[config.mk]
export PLATFORM = sky130hd
export DESIGN_NAME = alu_arbiter
export DESIGN_NICKNAME = d
export VERILOG_FILES = /design/src/rtl/alu_arbiter.sv
export SDC_FILE = /design/constraint.sdc
export NUM_CORES = 1
export LEC_CHECK = 0
export ABC_CLOCK_PERIOD_IN_PS = 11400
export CAP_MARGIN = 20
export CORE_ASPECT_RATIO = 1.2
export CORE_UTILIZATION = 43
export DETAILED_ROUTE_END_ITERATION = 10
export PLACE_DENSITY = 0.95
export RECOVER_POWER = 25
export SLEW_MARGIN = 20
export SYNTH_ARGS = -nofsm -noshare
export SYNTH_HDL_FRONTEND = slang
export SYNTH_SLANG_ARGS = --single-unit
[constraint.sdc]
create_clock -name clk -period 11.4 [get_ports clk]
set_clock_uncertainty 0.2 [all_clocks]
set_input_delay 1.71 -clock clk [delete_from_list [all_inputs] [get_ports clk]]
set_output_delay 1.71 -clock clk [all_outputs]
set_load 0.1 [all_outputs]
[src/rtl/alu_arbiter.sv]
// Round-robin arbiter sharing one ALU between two requesters.
// Latches the winning operands, runs the ALU for one cycle, and holds the response until it is consumed.
module alu_arbiter #(
  parameter int unsigned WIDTH = 32,
  parameter int unsigned CNT_W = 16
) (
  input  logic             clk,
  input  logic             reset,
  input  logic [1:0]       req_valid,
  output logic [1:0]       req_ready,
  input  logic [WIDTH-1:0] req0_a,
  input  logic [WIDTH-1:0] req0_b,
  input  logic [WIDTH-1:0] req1_a,
  input  logic [WIDTH-1:0] req1_b,
  input  logic [2:0]       req0_op,
  input  logic [2:0]       req1_op,
  output logic             rsp_valid,
  input  logic             rsp_ready,
  output logic             rsp_id,
  output logic [WIDTH-1:0] rsp_result,
  output logic             rsp_flag,
  output logic [WIDTH-1:0] alu_src_a,
  output logic [WIDTH-1:0] alu_src_b,
  output logic [2:0]       alu_control,
  input  logic [WIDTH-1:0] alu_result,
  input  logic             alu_flags,
  output logic             z_flag,
  output logic [CNT_W-1:0] ops_done
);

  typedef enum logic [1:0] {IDLE, EXEC, RESP} state_t;

  state_t           state;
  logic             last_grant;
  logic             grant;
  logic             id_q;
  logic             undef_q;
  logic             setflag_q;
  logic [WIDTH-1:0] sel_a;
  logic [WIDTH-1:0] sel_b;
  logic [2:0]       sel_op;

  // Contested cycles go to the port that did not win last time.
  always_comb begin
    grant = 1'b0;
    if (req_valid == 2'b10)
      grant = 1'b1;
    else if (req_valid == 2'b11)
      grant = ~last_grant;
    sel_a  = grant ? req1_a  : req0_a;
    sel_b  = grant ? req1_b  : req0_b;
    sel_op = grant ? req1_op : req0_op;
    req_ready = '0;
    if (state == IDLE && !reset && req_valid[grant])
      req_ready[grant] = 1'b1;
  end

  assign rsp_valid = (state == RESP);

  always_ff @(posedge clk or posedge reset) begin
    if (reset) begin
      state       <= IDLE;
      last_grant  <= 1'b1;
      id_q        <= 1'b0;
      undef_q     <= 1'b0;
      setflag_q   <= 1'b0;
      alu_src_a   <= '0;
      alu_src_b   <= '0;
      alu_control <= '0;
      rsp_id      <= 1'b0;
      rsp_result  <= '0;
      rsp_flag    <= 1'b0;
      z_flag      <= 1'b0;
      ops_done    <= '0;
    end else begin
      unique case (state)
        IDLE: begin
          if (req_valid[grant]) begin
            alu_src_a   <= sel_a;
            alu_src_b   <= sel_b;
            // The undefined code never reaches the ALU; a harmless add is presented instead.
            alu_control <= (sel_op == 3'b111) ? 3'b000 : sel_op;
            undef_q     <= (sel_op == 3'b111);
            setflag_q   <= sel_op[2] || (sel_op == 3'b011);
            id_q        <= grant;
            last_grant  <= grant;
            state       <= EXEC;
          end
        end
        EXEC: begin
          rsp_id <= id_q;
          if (undef_q) begin
            rsp_result <= '0;
            z_flag     <= 1'b1;
            rsp_flag   <= 1'b1;
          end else begin
            rsp_result <= alu_result;
            if (setflag_q) begin
              z_flag   <= alu_flags;
              rsp_flag <= alu_flags;
            end else begin
              rsp_flag <= z_flag;
            end
          end
          state <= RESP;
        end
        RESP: begin
          if (rsp_ready) begin
            ops_done <= ops_done + CNT_W'(1);
            state    <= IDLE;
          end
        end
        default: state <= IDLE;
      endcase
    end
  end

endmodule

==> metrics.cfg, run 1 <==
[yosys]
synth.largest_area_cell=dfrtp_1
synth_area_mm2=0.00547
yosysSeqAreaShare_pct=56.3
synth_edf_count=0
synth_most_common_cell=nand2_1
syn_inst=598
yosysTopAreaCellShare_pct=55.8
yosys_warnings=0
syn_avg_cell_area_um2=9.15
yosys-top-cells-area=dfrtp_1 56%, nand2_1 12%, a31oi_1 7.4%, nor2_1 4.9%, nand2b_1 3.9%
ys_ff_latch=123
async_flop_share_pct=100
synth_common_cells=172 x nand2_1, 122 x dfrtp_1, 71 x nor2_1
synth_flop_cell=dfrtp_1
synth_nets=771
yosysUniqueCellTypes=35

[floorplanning]
fp.dieH_um=126
initial_core_util_pct=44.6
io_pins=293
die_area_mm2=0.0132
die_w_um=105
num_rows=44
core_mm2=0.0123

[finish]
syn_to_final_growth_pct=64.0
layout.nets=1045
fillers=877
drive_gt1_share_pct=4.86

[sta]
fmax_mhz=167
hold_viol=0
period_share_pct=52.5
min_period_ps=5990
tightest_slew_ps=3170
finalSetupTns_ps=0
rsz0062_at_grt=no
slew_violations=143
setup_violations=0
relSlewSlack_pct=-113

[drt]
routed_wirelength_mm=16.3
drt_iter0_drc=332
vias_per_cell=5.11
vias=5348
drc=0
dr.pass1.iters=7
post_drt_wl_per_cell_um=15.6
ant_nets=0

[placed_design]
gp_congestion=0.887
hpwl_mm=11.7
io_buffer_count=292

[cts]
cts_buffers=17
cts_tree=done
cts.sinks=123
clock_latency_ps=400
cts_hold_buf=0
root_buffer=clkbuf_16
post_cts_resized=0
ctsLongestPathBuffers=2
cts_setup_buffers=0
path_clk_slew_ps=50
htreeDepth=4

[worst_setup_path]
worstSetupPathType=in2out
reg2reg_from=state[1]
reg2reg_depth=2
end_kind=primary output
startpoint=req_valid[0]
r2r_slack_ps=8650
crit_path_start_kind=input port
cp.arrival_ps=4080
cp.required_ps=9490
crit_fanout=67
r2r_end=rsp_result[17]

[worst_hold_path]
min_to=rsp_result[6]
hold_start=rsp_result[6]
whs_path_depth=2
hold_path_class=reg2reg

[global_routing]
track_usage_pct=25.8
grt_antenna_before_repair=1
grt_first_pass_wirelength_mm=26.6
grt_max_degree=82
grt_pass1_vias=5481
grt_overflow=0

[flow_run]
cap_violations=2

[run_status]
violations=capacitance limit, slew limit
outcome=finished, violations left

[final cells by class]
type	instances	area (um^2)	share of cell area, %
diodes	1	2.50	0.0279
well taps	161	201	2.25
clock inverters	10	116	1.30
clock buffers	22	464	5.18
repair buffers	296	2950	32.9
inverters	4	17.5	0.195
multi-input cells	430	2140	23.8
flip-flops and latches	123	3080	34.3
[kinds of logic (layout without fill, tap and decap cells)]
kind of cell	Yosys count	in the layout	synth area share (%)
AOI/OAI and AO/OA	110	110	12.1
muxes	5	5	1.19
and+or+nand+nor	299	299	23.3
DFF	123	123	56.3
buffers and inverters	45	332	4.51
xor gates and xnor gates	15	15	2.40
other	0	1	0
adders and majority gates	1	1	0.229
[metrics by stage]
stage	instance area (um^2)	std cells	worst slack, ps	hold slack (ps)	utilization [%]
6_report	8970	1047	5410	277	73.1
5_1_grt	8970	1046	5300	301	73.0
4_1_cts	8990	1046	5390	279	73.2
3_5_place_dp	8410	1014	5390	267	68.5
3_3_place_gp	8410	1014	5410	261	68.5
2_1_floorplan	5470	598	5310	246	-
[critical path, cell delays in order]
cell and delay, ps:
clkdlybuf4s50_1 490, nand2_1 110, nand2_2 50, buf_4 300, nor3_1 230, clkdlybuf4s50_1 1180
[layer usage]
layer / vias up / GRT usage (%) / part of all wire, %
met5: - / 0 / 0
met1: 2506 / 28.8 / 38
met3: 58 / 6.88 / 6.6
met4: 0 / 14.9 / 4.9
li1: 2541 / - / -
met2: 243 / 44.4 / 51
[placed cells by master, fill, tap and decap left out, drive strengths merged, types with 6 or more instances in the layout]
| cell | synthesis | final |
|---|---|---|
| clkdlybuf4s50 | 0 | 290 |
| nand2 | 172 | 172 |
| dfrtp | 122 | 122 |
| nor2 | 73 | 73 |
| a31oi | 65 | 65 |
| o21ai | 37 | 37 |
| nand2b | 34 | 34 |
| clkbuf | 14 | 22 |
| xnor2 | 11 | 11 |
| nand3 | 7 | 7 |
| clkinv | 0 | 6 |
[state kept, by name, indices dropped and copies added (netlist names)]
name,count
ops_done,16
setflag_q,1
last_grant,1
state,2
undef_q,1
alu_src_b,32
rsp_id,1
alu_control,3
z_flag,1
rsp_result,32
id_q,1
alu_src_a,32
[worst max path at each step]
stage	slack, ps	depth (start not counted)	end
after global routing	5300	6	req_ready[1]
after detailed placement	5390	6	req_ready[1]
final	5410	6	req_ready[1]
after floorplan	5310	5	req_ready[1]
after CTS	5390	6	req_ready[1]
after global placement	5410	6	req_ready[1]
Power of run 1 is left out: the tool's default activity adds up to more than one toggle a clock period on the data nets, which glitch-free logic cannot reach.
==> run 2, diff against run 1 <==
- ABC_CLOCK_PERIOD_IN_PS: 11400 -> 6000
- CORE_UTILIZATION: 43 -> 39
- PLACE_DENSITY: 0.95 -> 0.89
- clock period: 11.4 -> 6 ns (I/O delays scaled with it)
==> run 2 against run 1 <==
The run still ends with capacitance limit, slew limit left; critical path depth decreased by 2; clock-buffer cell count down 3; wire length shrank 5.1%; global-route usage down 4.3 points; worst hold slack worse by 4.8 ps; register-to-register slack worse by 5700 ps; first-iteration DRC count decreased by 44%; die area up 10%; largest cell class unchanged.
==> metrics.cfg, run 2 (synthesis results as in run 1) <==
[global_routing]
grt_overflow=0  ; unchanged
track_usage_pct=21.5  ; -4.3 points
grt_pass1_vias=5057  ; -7.7%
grt_antenna_before_repair=2  ; +1
grt_max_degree=81  ; -1.2%
grt_first_pass_wirelength_mm=24.3  ; -8.7%

[sta]
fmax_mhz=236
slew_violations=69  ; -52%
tightest_slew_ps=2350  ; -825 ps
finalSetupTns_ps=0  ; unchanged
hold_viol=0  ; unchanged
setup_violations=0  ; unchanged
rsz0062_at_grt=no
period_share_pct=70.6
relSlewSlack_pct=-56.7  ; +56 points
min_period_ps=4230

[worst_setup_path]
crit_fanout=15  ; -78%
crit_path_start_kind=input port
crit_chain=clkdlybuf4s50_1, o21ai_2, nor3_1, clkdlybuf4s50_1
worstSetupPathType=in2out
cp.arrival_ps=3130  ; -950 ps
reg2reg_depth=3  ; +1
reg2reg_from=state[1]
r2r_slack_ps=2970  ; -5680 ps
crit_family=buffers and inverters
cp.required_ps=4900  ; -4590 ps
worst_path_max_delay_cell=clkdlybuf4s50_1
cpPeakStageDelay_ps=1190  ; about the same
r2r_end=state[1]
crit_top_cell=clkdlybuf4s50_1
end_kind=primary output
crit_buf_inv=2  ; -1

[drt]
ant_nets=0  ; unchanged
vias_per_cell=4.90  ; -4.1%
drc=0  ; unchanged
post_drt_wl_per_cell_um=14.6  ; -6.2%
routed_wirelength_mm=15.5  ; -5.1%
drt_iter0_drc=187  ; -44%
vias=5190  ; -3.0%
dr.pass1.iters=4  ; -3

[worst_hold_path]
min_to=id_q
whs_path_depth=2  ; unchanged
hold_path_class=reg2reg
hold_start=id_q

[finish]
final_cell_mix=290 x clkdlybuf4s50_1, 171 x nand2_1, 122 x dfrtp_1
top_regs=alu_src_a (32), alu_src_b (32), rsp_result (32)
multiInputGateArea_mm2=0.00215  ; +0.82%
fillers=1091  ; +24%
drive_gt1_share_pct=5.75  ; +0.89 points
layout.nets=1047  ; +0.19%
final_common_cell=clkdlybuf4s50_1
syn_to_final_growth_pct=65.6
seqCellArea_mm2=0.00308  ; unchanged

[cts]
cts_hold_buf=0  ; unchanged
cts_tree=done
post_cts_resized=0  ; unchanged
htreeDepth=4  ; unchanged
ctsLongestPathBuffers=2  ; unchanged
cts.sinks=123  ; unchanged
path_clk_slew_ps=50  ; about the same
cts_buffers=17  ; unchanged
root_buffer=clkbuf_16
clock_latency_ps=400  ; about the same
cts_setup_buffers=0  ; unchanged

[flow_run]
cap_violations=2  ; unchanged

[placed_design]
hpwl_mm=11.0  ; -5.9%
gp_congestion=0.800  ; -9.8%
io_buffer_count=292  ; unchanged

[floorplanning]
die_area_mm2=0.0145  ; +10%
die_w_um=110  ; +4.9%
num_rows=47  ; +6.8%
initial_core_util_pct=39.8  ; -4.8 points
io_pins=293  ; unchanged
core_mm2=0.0138  ; +12%
fp.dieH_um=132  ; +4.9%

[run_status]
outcome=finished, violations left
violations=capacitance limit, slew limit

## run 2: changes by cell type in the layout (fill, tap and decap cells not counted), sizes merged
| cell | change |
|---|---|
| inv | +7 |
| buf | +1 |
| clkinv | -5 |
| clkbuf | -2 |
| clkinvlp | +1 |
## run 2: area by class of cell
| type | instances | share of cell area [%] |
|---|---|---|
| repair buffers | 298 | 32.9 |
| diodes | 1 | 0.0276 |
| multi-input cells | 430 | 23.8 |
| flip-flops and latches | 123 | 34.0 |
| clock buffers | 19 | 5.00 |
| inverters | 4 | 0.207 |
| clock inverters | 13 | 1.71 |
| well taps | 171 | 2.36 |
## run 2: worst max-delay path by stage
stage | end | cells after the start | start | slack (ps)
after global routing | req_ready[0] | 4 | req_valid[0] | 1610
final | req_ready[1] | 4 | req_valid[0] | 1770
after global placement | req_ready[1] | 4 | req_valid[0] | 1770
after floorplan | req_ready[1] | 5 | req_valid[0] | 1530
after detailed placement | req_ready[1] | 4 | req_valid[0] | 1720
after CTS | req_ready[1] | 4 | req_valid[0] | 1730
## run 2: stage by stage
stage	setup slack, ps	utilization [%]	hold WS, ps	area [um^2]	instances
floorplan	1530	-	246	5470	598
global placement	1770	61.3	260	8430	1025
detailed placement	1720	61.3	266	8430	1025
CTS	1730	65.7	279	9040	1057
global route	1610	65.8	301	9060	1058
finish	1770	65.8	272	9060	1059
## run 2: routing by layer
layer / share of wire, % / up-vias / GRT usage (%)
met5: 0.071 / - / 0
met4: 3.2 / 2 / 8.99
met3: 8.5 / 43 / 7.81
met2: 50 / 215 / 36.6
met1: 38 / 2392 / 23.9
li1: - / 2538 / -
## run 2: tightest hold or removal path, cell delays in order (launching register included)
cell	delay, ps
dfrtp_1	340
nand2_1	40
o21ai_0	60
Power of run 2 is left out for the same reason.
